==> src/rtl/video_pkg.sv <==
// Shared timing defaults, pattern encoding and colour-bar table for the video timing generator.
package video_pkg;

    localparam int unsigned CNT_W = 13;

    localparam int unsigned DEF_H_ACTIVE = 640;
    localparam int unsigned DEF_H_FP     = 16;
    localparam int unsigned DEF_H_SYNC   = 96;
    localparam int unsigned DEF_H_BP     = 48;
    localparam int unsigned DEF_V_ACTIVE = 480;
    localparam int unsigned DEF_V_FP     = 10;
    localparam int unsigned DEF_V_SYNC   = 2;
    localparam int unsigned DEF_V_BP     = 33;
    localparam int unsigned DEF_SQ_SIZE  = 32;

    localparam int unsigned H_TOTAL = DEF_H_ACTIVE + DEF_H_FP + DEF_H_SYNC + DEF_H_BP;
    localparam int unsigned V_TOTAL = DEF_V_ACTIVE + DEF_V_FP + DEF_V_SYNC + DEF_V_BP;

    typedef enum logic [1:0] {
        PatBlack      = 2'd0,
        PatBars       = 2'd1,
        PatSquare     = 2'd2,
        PatBarsSquare = 2'd3
    } pattern_e;

    // {R,G,B} on/off per bar, index 0 is the leftmost bar:
    // white, yellow, cyan, green, magenta, red, blue, black
    localparam logic [7:0][2:0] BAR_TABLE = {
        3'b000, 3'b001, 3'b100, 3'b101, 3'b010, 3'b011, 3'b110, 3'b111
    };

    // One axis of the bouncing square: position plus direction (neg = moving towards 0)
    typedef struct packed {
        logic             neg;
        logic [CNT_W-1:0] pos;
    } axis_t;

    // Advance one axis by one pixel, reversing first if the step would leave [0, lim]
    function automatic axis_t step_axis(axis_t cur, logic [CNT_W-1:0] lim);
        axis_t nxt;
        nxt = cur;
        if (!cur.neg && cur.pos == lim) begin
            nxt.neg = 1'b1;
        end else if (cur.neg && cur.pos == '0) begin
            nxt.neg = 1'b0;
        end
        nxt.pos = nxt.neg ? cur.pos - CNT_W'(1) : cur.pos + CNT_W'(1);
        return nxt;
    endfunction

endpackage

==> src/rtl/video_counter.sv <==
// Horizontal/vertical raster counter pair, advancing on pixel-clock enable.
module video_counter
    import video_pkg::*;
#(
    parameter int unsigned H_TOT = H_TOTAL,
    parameter int unsigned V_TOT = V_TOTAL
) (
    input  logic             clk,
    input  logic             rstn,
    input  logic             pix_en,
    output logic [CNT_W-1:0] hcnt,
    output logic [CNT_W-1:0] vcnt
);

    localparam logic [CNT_W-1:0] H_LAST = CNT_W'(H_TOT - 1);
    localparam logic [CNT_W-1:0] V_LAST = CNT_W'(V_TOT - 1);

    // Pixel counter wraps each line; line counter steps on that wrap and wraps each frame
    always_ff @(posedge clk or negedge rstn) begin
        if (!rstn) begin
            hcnt <= '0;
            vcnt <= '0;
        end else if (pix_en) begin
            if (hcnt == H_LAST) begin
                hcnt <= '0;
                vcnt <= (vcnt == V_LAST) ? '0 : vcnt + CNT_W'(1);
            end else begin
                hcnt <= hcnt + CNT_W'(1);
            end
        end
    end

endmodule

==> src/rtl/video_timing_gen.sv <==
// VGA-style timing generator with colour bars and a bouncing square test pattern.
// All outputs are registered from the same counter value, one cycle behind the counters.
module video_timing_gen
    import video_pkg::*;
#(
    parameter int unsigned PIXEL_DEPTH = 8,
    parameter int unsigned H_ACTIVE    = DEF_H_ACTIVE,
    parameter int unsigned H_FP        = DEF_H_FP,
    parameter int unsigned H_SYNC      = DEF_H_SYNC,
    parameter int unsigned H_BP        = DEF_H_BP,
    parameter int unsigned V_ACTIVE    = DEF_V_ACTIVE,
    parameter int unsigned V_FP        = DEF_V_FP,
    parameter int unsigned V_SYNC      = DEF_V_SYNC,
    parameter int unsigned V_BP        = DEF_V_BP,
    parameter int unsigned SQ_SIZE     = DEF_SQ_SIZE
) (
    input  logic                   clk,
    input  logic                   rstn,
    input  logic                   pix_en,
    input  logic [1:0]             pattern_sel,
    output logic                   vs_no,
    output logic                   hs_no,
    output logic                   blank_no,
    output logic                   en_o,
    output logic                   color_o,
    output logic [CNT_W-1:0]       row,
    output logic [CNT_W-1:0]       col,
    output logic [PIXEL_DEPTH-1:0] output_R,
    output logic [PIXEL_DEPTH-1:0] output_G,
    output logic [PIXEL_DEPTH-1:0] output_B,
    output logic                   frame_o
);

    localparam int unsigned H_TOT = H_ACTIVE + H_FP + H_SYNC + H_BP;
    localparam int unsigned V_TOT = V_ACTIVE + V_FP + V_SYNC + V_BP;

    localparam logic [CNT_W-1:0] HA       = CNT_W'(H_ACTIVE);
    localparam logic [CNT_W-1:0] VA       = CNT_W'(V_ACTIVE);
    localparam logic [CNT_W-1:0] HS_START = CNT_W'(H_ACTIVE + H_FP);
    localparam logic [CNT_W-1:0] HS_END   = CNT_W'(H_ACTIVE + H_FP + H_SYNC);
    localparam logic [CNT_W-1:0] VS_START = CNT_W'(V_ACTIVE + V_FP);
    localparam logic [CNT_W-1:0] VS_END   = CNT_W'(V_ACTIVE + V_FP + V_SYNC);
    localparam logic [CNT_W-1:0] SQ       = CNT_W'(SQ_SIZE);
    localparam logic [CNT_W-1:0] X_MAX    = CNT_W'(H_ACTIVE - SQ_SIZE);
    localparam logic [CNT_W-1:0] Y_MAX    = CNT_W'(V_ACTIVE - SQ_SIZE);
    localparam logic [CNT_W-1:0] X_INIT   = CNT_W'((H_ACTIVE - SQ_SIZE) / 2);
    localparam logic [CNT_W-1:0] Y_INIT   = CNT_W'((V_ACTIVE - SQ_SIZE) / 2);
    localparam logic [CNT_W-1:0] BAR_W    = CNT_W'(H_ACTIVE / 8);

    logic [CNT_W-1:0] hcnt, vcnt;
    axis_t            sq_x, sq_y;
    pattern_e         pat_q;

    logic       active, hs_act, vs_act, in_sq, frame_start, frame_bound, sq_hit;
    logic [2:0] bar_idx, pix_rgb;

    video_counter #(
        .H_TOT (H_TOT),
        .V_TOT (V_TOT)
    ) u_counter (
        .clk    (clk),
        .rstn   (rstn),
        .pix_en (pix_en),
        .hcnt   (hcnt),
        .vcnt   (vcnt)
    );

    // Decode timing regions and the selected pattern from the current counter value
    always_comb begin
        active      = (hcnt < HA) && (vcnt < VA);
        hs_act      = (hcnt >= HS_START) && (hcnt < HS_END);
        vs_act      = (vcnt >= VS_START) && (vcnt < VS_END);
        in_sq       = (hcnt >= sq_x.pos) && (hcnt < sq_x.pos + SQ) &&
                      (vcnt >= sq_y.pos) && (vcnt < sq_y.pos + SQ);
        frame_start = (hcnt == '0) && (vcnt == '0);
        // First line of vertical blanking: safe point to move the square and switch pattern
        frame_bound = (hcnt == '0) && (vcnt == VA);
        bar_idx     = 3'(hcnt / BAR_W);
        pix_rgb     = 3'b000;
        sq_hit      = 1'b0;
        case (pat_q)
            PatBlack: begin
                pix_rgb = 3'b000;
            end
            PatBars: begin
                pix_rgb = BAR_TABLE[bar_idx];
            end
            PatSquare: begin
                sq_hit  = in_sq;
                pix_rgb = in_sq ? 3'b111 : 3'b000;
            end
            PatBarsSquare: begin
                sq_hit  = in_sq;
                pix_rgb = in_sq ? 3'b111 : BAR_TABLE[bar_idx];
            end
            default: begin
                pix_rgb = 3'b000;
            end
        endcase
    end

    // Once per frame: bounce the square one step and latch the requested pattern
    always_ff @(posedge clk or negedge rstn) begin
        if (!rstn) begin
            sq_x  <= '{neg: 1'b0, pos: X_INIT};
            sq_y  <= '{neg: 1'b0, pos: Y_INIT};
            pat_q <= PatBlack;
        end else if (pix_en && frame_bound) begin
            sq_x  <= step_axis(sq_x, X_MAX);
            sq_y  <= step_axis(sq_y, Y_MAX);
            pat_q <= pattern_e'(pattern_sel);
        end
    end

    // Registered outputs; en_o tracks pix_en every cycle, everything else holds without it
    always_ff @(posedge clk or negedge rstn) begin
        if (!rstn) begin
            en_o     <= 1'b0;
            row      <= '0;
            col      <= '0;
            vs_no    <= 1'b1;
            hs_no    <= 1'b1;
            blank_no <= 1'b0;
            color_o  <= 1'b0;
            frame_o  <= 1'b0;
            output_R <= '0;
            output_G <= '0;
            output_B <= '0;
        end else begin
            en_o <= pix_en;
            if (pix_en) begin
                row      <= vcnt;
                col      <= hcnt;
                vs_no    <= ~vs_act;
                hs_no    <= ~hs_act;
                blank_no <= active;
                color_o  <= active & sq_hit;
                frame_o  <= frame_start;
                output_R <= {PIXEL_DEPTH{pix_rgb[2] & active}};
                output_G <= {PIXEL_DEPTH{pix_rgb[1] & active}};
                output_B <= {PIXEL_DEPTH{pix_rgb[0] & active}};
            end
        end
    end

endmodule

==> config.mk <==
export PLATFORM = sky130hd
export DESIGN_NAME = video_timing_gen
export DESIGN_NICKNAME = d
export VERILOG_FILES = /design/src/rtl/video_pkg.sv /design/src/rtl/video_counter.sv /design/src/rtl/video_timing_gen.sv
export SDC_FILE = /design/constraint.sdc
export NUM_CORES = 1
export LEC_CHECK = 0
export BUFFER_PORTS_ARGS = -buffer_cell sky130_fd_sc_hd__buf_4
export CORE_ASPECT_RATIO = 0.6
export CORE_MARGIN = 1
export CORE_UTILIZATION = 40
export CTS_CLUSTER_DIAMETER = 150
export DETAILED_ROUTE_END_ITERATION = 8
export PLACE_DENSITY = 0.67
export SLEW_MARGIN = 20
export SYNTH_ARGS = -nofsm -noshare
export SYNTH_HDL_FRONTEND = slang
export SYNTH_SLANG_ARGS = --single-unit
==> constraint.sdc <==
create_clock -name clk -period 5.2 [get_ports clk]
set_input_delay 0.52 -clock clk [delete_from_list [all_inputs] [get_ports clk]]
set_output_delay 0.52 -clock clk [all_outputs]
set_load 0.05 [all_outputs]
### Word level (Yosys, flattened, before mapping)

Memory sizes are Yosys's and may differ from the RTL's.
Cells that the tools add are included.

| storage, ports and cells | value |
|---|---|
| register bits after elaboration | 91 |
| latch bits | 0 |
| memory bits (writable) | 0 |
| memory bits (read-only) | 24 |
| input bits | 5 |
| logic and storage cells | 90 |
| memories kept | 1 |

| operators by class | value |
|---|---|
| add/sub/neg operators | 8 |
| $mul | 0 |
| divide/modulo/power cells | 1 |
| $lt $le $gt $ge | 11 |
| eq/ne operators | 8 |
| shift operators | 0 |
| multiplexer cells | 15 |
| bitwise logic cells | 6 |
| reductions and logical operators | 22 |

Memories:

| memory | depth | bits a word | read ports | clocked after memory_dff | write ports | RTL line | RTL |
|---|---|---|---|---|---|---|---|
| (name not given) | 8 | 3 | 1 | 0 | 0 | video_timing_gen.sv:94 | `pix_rgb = in_sq ? 3'b111 : BAR_TABLE[bar_idx];` |

Operators with widths:

| cell | number |
|---|---|
| 13-bit by 1-bit adder with 13-bit output, second input constant | 4 |
| 13-bit zero test | 4 |
| 13-bit 2-to-1 mux | 4 |
| 13-bit by 10-bit equality test with 1-bit output, second input constant | 3 |
| 13-bit by 6-bit adder with 13-bit output, second input constant | 2 |
| 13-bit by 9-bit equality test with 1-bit output, second input constant | 2 |
| 13-bit greater-or-equal comparator | 2 |
| 13-bit by 10-bit less-than comparator with 1-bit output, second input constant | 2 |
| 13-bit less-than comparator | 2 |
| 13-bit by 9-bit less-than comparator with 1-bit output, second input constant | 2 |
| 13-bit by 1-bit subtractor with 13-bit output, second input constant | 2 |
| 13-bit by 7-bit divider with 13-bit output, second input constant | 1 |
| 13-bit by 10-bit greater-or-equal comparator with 1-bit output, second input constant | 1 |
| 13-bit by 9-bit greater-or-equal comparator with 1-bit output, second input constant | 1 |
| 1-bit logical AND | 13 |
| 3-bit one-hot mux with 4 select lines | 1 |
| 3-bit 2-to-1 mux | 3 |
| 1-bit 2-to-1 mux | 7 |
| 1-bit AND | 4 |
| 2-bit equality test, second input constant | 2 |
| 3-bit by 4-bit less-than comparator with 1-bit output, second input constant | 1 |
| 2-bit by 1-bit equality test with 1-bit output, second input constant | 1 |
| 1-bit zero test | 2 |
| 2-bit zero test | 1 |
| other kinds (3) | 4 |

### Longest topological paths before layout

| logic depth | value |
|---|---|
| word-level depth | 8 |
| gate-level depth with buffers | 14 |
| gate-level depth less buffers | 14 |

### Modules after synthesis

From an unflattened synthesis, not the netlist that was laid out.

| second synthesis, totals | value |
|---|---|
| cells, all modules | 724 |
| area total of the unflattened synthesis | 6816.5 µm² |

Modules (own cells, without submodules):

| module | times used | cells an instance | area each (µm²) | seq. area each (µm²) |
|---|---|---|---|---|
| video_timing_gen | 1 | 587 | 5421.4 | 1636.6 |
| video_counter | 1 | 137 | 1395.1 | 650.6 |

### Worst setup path after synthesis

OpenSTA, ideal clock, no wires.

| timing path | value |
|---|---|
| path kind | flip-flop to flip-flop |
| start | reg sq_x[0] in the netlist's numbering |
| end | reg sq_x[11] in the netlist's numbering |
| arrival time | 3.902 ns |
| setup slack | 1.169 ns |
| stages on the path, launching flop included | 14 |
| clock period less this slack | 4.031 ns |
| cell sequence | dfrtp_1 -> or4_1 -> nor4_1 -> a31oi_1 -> nor2_1 -> ha_1 -> a21o_1 -> a21o_1 -> a2111oi_0 -> o311ai_0 -> a21o_1 -> a21oi_1 -> xor2_1 -> o21ai_0 |

| on the way | value |
|---|---|
| longest elaborated chain between the ends | 6 |
| elaborated cells between the ends (all ways) | 10 |
| classes of those cells | 2 x add/sub; 1 x eq/ne; 4 x mux; 3 x reduce/logical |

Ends and longest elaborated chain:

| item | RTL line | RTL |
|---|---|---|
| start, declared | video_timing_gen.sv:51 | `axis_t sq_x, sq_y;` |
| start signal, assigned | video_timing_gen.sv:105 | `sq_x <= '{neg: 1'b0, pos: X_INIT};` |
| start signal, assigned | video_timing_gen.sv:109 | `sq_x <= step_axis(sq_x, X_MAX);` |
| parallel branches: the longest is 5 deep, another holds 13-bit by 1-bit adder with 13-bit output | n/a |  |
| 13-bit 2-to-1 mux (*) | video_pkg.sv:47 | `nxt.pos = nxt.neg ? cur.pos - CNT_W'(1) : cur.pos + CNT_W'(1);` |

Every way passes the cells marked *. The select of a mux whose other input is x is not followed.
A chain may end at the register's enable or synchronous reset.

### Worst setup path in the final report

| timing path | value |
|---|---|
| start | reg sq_x[7] in the netlist's numbering |
| end | reg sq_x[11] in the netlist's numbering |

The elaborated chain is that of the path after synthesis.

==> qor.yml <==
slew_violations: 0
drt_wl_total_um: 15500
stdcell_area_sq_um: 7420
place_area_sq_um: 7100
fp.dieH_um: 102
ys.flop_type: "dfrtp_1"
power.density_nw_per_um2: 235
fin_tns_setup_ps: 0
reg2reg_from: "sq_x[7]"
cts_htree_levels: 3
endpoint_kind: "flip-flop"
arrival_ps: 4560
synthesis.area_sq_um: 6630
irDropWorstVdd_mv: 0.215
wl_per_cell_um: 16.3
cp_num_cells: 13
p_leak_nw: 3.40
die_w_um: 168
cts_resized: 0
rsz0062_at_grt: "no"
clockRootBuffer: "clkbuf_16"
drv_cap: 0
final_util_pct: 45.8
rows: 36
critical_path.cell_chain: "or4_1 > nor4_1 > a31oi_1 > nor2_1 > ha_1 > a21o_1 > a21o_1 > a2111oi_0 > o311ai_0 > a21o_1 > a21oi_1 > xor2_1 > o21ai_0"
yosysSeqAreaShare_pct: 34.5
drt_iter0_markers: 296
track_usage_pct: 19.0
finalPower_mw: 1.75
dp_slack_ps: 834
fp.dieArea_sq_um: 17100
clkPwrFrac_pct: 39.0
numCtsBuffers: 9
cts_setup_buffers: 0
crit_required_ps: 5400
p_int_mw: 1.22
synth_top_cells_by_count: "dfrtp_1, ha_1, nand2_1, o21ai_0, inv_1"
grt_first_pass_wirelength_um: 25700
grt_max_degree: 50
path_common_cell: "a21o_1"
r2r_setup_slack_ps: 830
ff2ff_path_depth: 13
antenna_found_initial: 0
startpoint: "sq_x[7]"
yosysTopAreaCellShare_pct: 31.3
grt-ovfl-total: 0
r2r-end: "sq_x[11]"
max_slew_margin_pct: 47.0
critical_path.top_delay_family: "compound AO/OA/AOI/OAI gates"
port-buffer-count: 60
crit_path_top_delay_cell: "a2111oi_0"
syn_nets: 791
layout_setup_ws_ps: 834
cp_max_fo: 7
antenna_left: 0
hold_viol: 0
setup_viol: 0
instances_no_fill: 955
via_per_inst: 5.51
synth-async-reset-ratio_pct: 100
vias: 5265
post-route-drc-count: 0
synth_seq_cells: 91
synth_edf_count: 0
comb_power_share_pct: 15.0
post-dp-hpwl_um: 11600
diodes: 0
placed_cells: 939
tightest_slew_ps: 794
avgSynthCellArea_sq_um: 9.29
hold-worst-slack_ps: 163
clock-sinks: 91
critPathCapture: "sq_x[11]"
ios: 61
fin_nets: 819
worstSetupPathType: "flip-flop to flip-flop"
tritoncts: "built"
synth.distinct_cells: 71
cp_num_buf_inv: 0
clk_latency_ps: 350
status: "completed"
start_util_pct: 40.9
cts_buffer_depth: 2
synth.most_common_cell: "dfrtp_1"
synth_cells: 714
clkTransAtPathRegs_ps: 70
fin_crit_sh_pct: 84.0
ctsHoldBuffers: 0
grt_pass1_vias: 4729
synth_area_leaders: "dfrtp_1, ha_1, xnor2_1, mux2_2, o21ai_0"
syn_to_final_growth_pct: 11.9
layout-drive-gt1-share_pct: 17.6
swShare_pct: 30.1
seqPwrFrac_pct: 46.0
netSwitchingPower_mw: 0.526
critical-path-max-stage-delay_ps: 650
min_period_ps: 4370
fin_worst_skew_ps: 9.01
gp_congestion: 0.846
critPathLaunchType: "flip-flop"
firstDrtPassIters: 4
synth_warnings: 0
yosysTopAreaCell: "dfrtp_1"
hold_path_class: "input pin to async pin"
core_sq_um: 16200
fmax_mhz: 229
==> state kept, by name, indices dropped and copies added (netlist names) <==
signal	count
sq_x	14
sq_y	14
col	13
row	13
u_counter.hcnt	13
u_counter.vcnt	13
pat_q	2
blank_no	1
color_o	1
en_o	1
frame_o	1
hs_no	1
output_B	1
output_G	1
output_R	1
vs_no	1
==> final cells by class <==
| class | instances | area, sq um |
|---|---|---|
| clock buffer | 9 | 225 |
| timing repair buffer | 66 | 499 |
| inverter | 49 | 184 |
| sequential | 91 | 2290 |
| clock inverter | 6 | 72.6 |
| fill | 1549 | 8790 |
| tap | 209 | 262 |
| multi-input combinational | 525 | 3890 |
==> worst min path at each step <==
stage | endpoint | depth (start not counted)
after floorplan | blank_no | 0
after global placement | pat_q[1] | 2
after detailed placement | pat_q[1] | 2
after CTS | sq_y[11] | 1
after global routing | sq_y[11] | 1
final | sq_y[11] | 1
==> layer usage <==
layer / up-vias / global-route usage, % / routed length [um]
met3: 13 / 3.71 / 864
met5: - / 0 / 0
met2: 132 / 25.2 / 5910
met4: 0 / 3.29 / 102
met1: 2505 / 31.0 / 8660
li1: 2615 / - / -
==> placed cells by master, fill, tap and decap left out, types with 24 or more instances in the layout <==
| master | count |
|---|---|
| mux2_2 | 25 |
| buf_4 | 65 |
| o21ai_0 | 50 |
| nand2_1 | 63 |
| inv_1 | 49 |
| ha_1 | 70 |
| a21oi_1 | 26 |
| dfrtp_1 | 83 |
| nand3_1 | 24 |
| xnor2_1 | 44 |
| nor2_1 | 30 |
==> power by group through the flow <==
stage	logic, mW	clock network, mW	registers (mW)
after CTS	0.262	0.694	0.803
after floorplan	0.124	0	0.859
after detailed placement	0.261	0	0.816
final	0.262	0.681	0.803
after global routing	0.287	0.715	0.810
after global placement	0.258	0	0.816
==> kinds of logic (layout without fill, tap and decap cells) <==
group                    count (synthesis)  count (layout)  synth area share (%)
AND/OR/NAND/NOR                        213             213                  17.1
AO/OA/AOI/OAI                          153             153                  15.1
buffers and inverters                   98             130                  7.07
flip-flops                              91              91                  34.5
adder cells (fa/ha/maj)                 73              73                  14.0
XOR/XNOR                                60              60                  7.92
multiplexers                            26              26                  4.39
No activity file was read; power rests on OpenSTA's default activity.
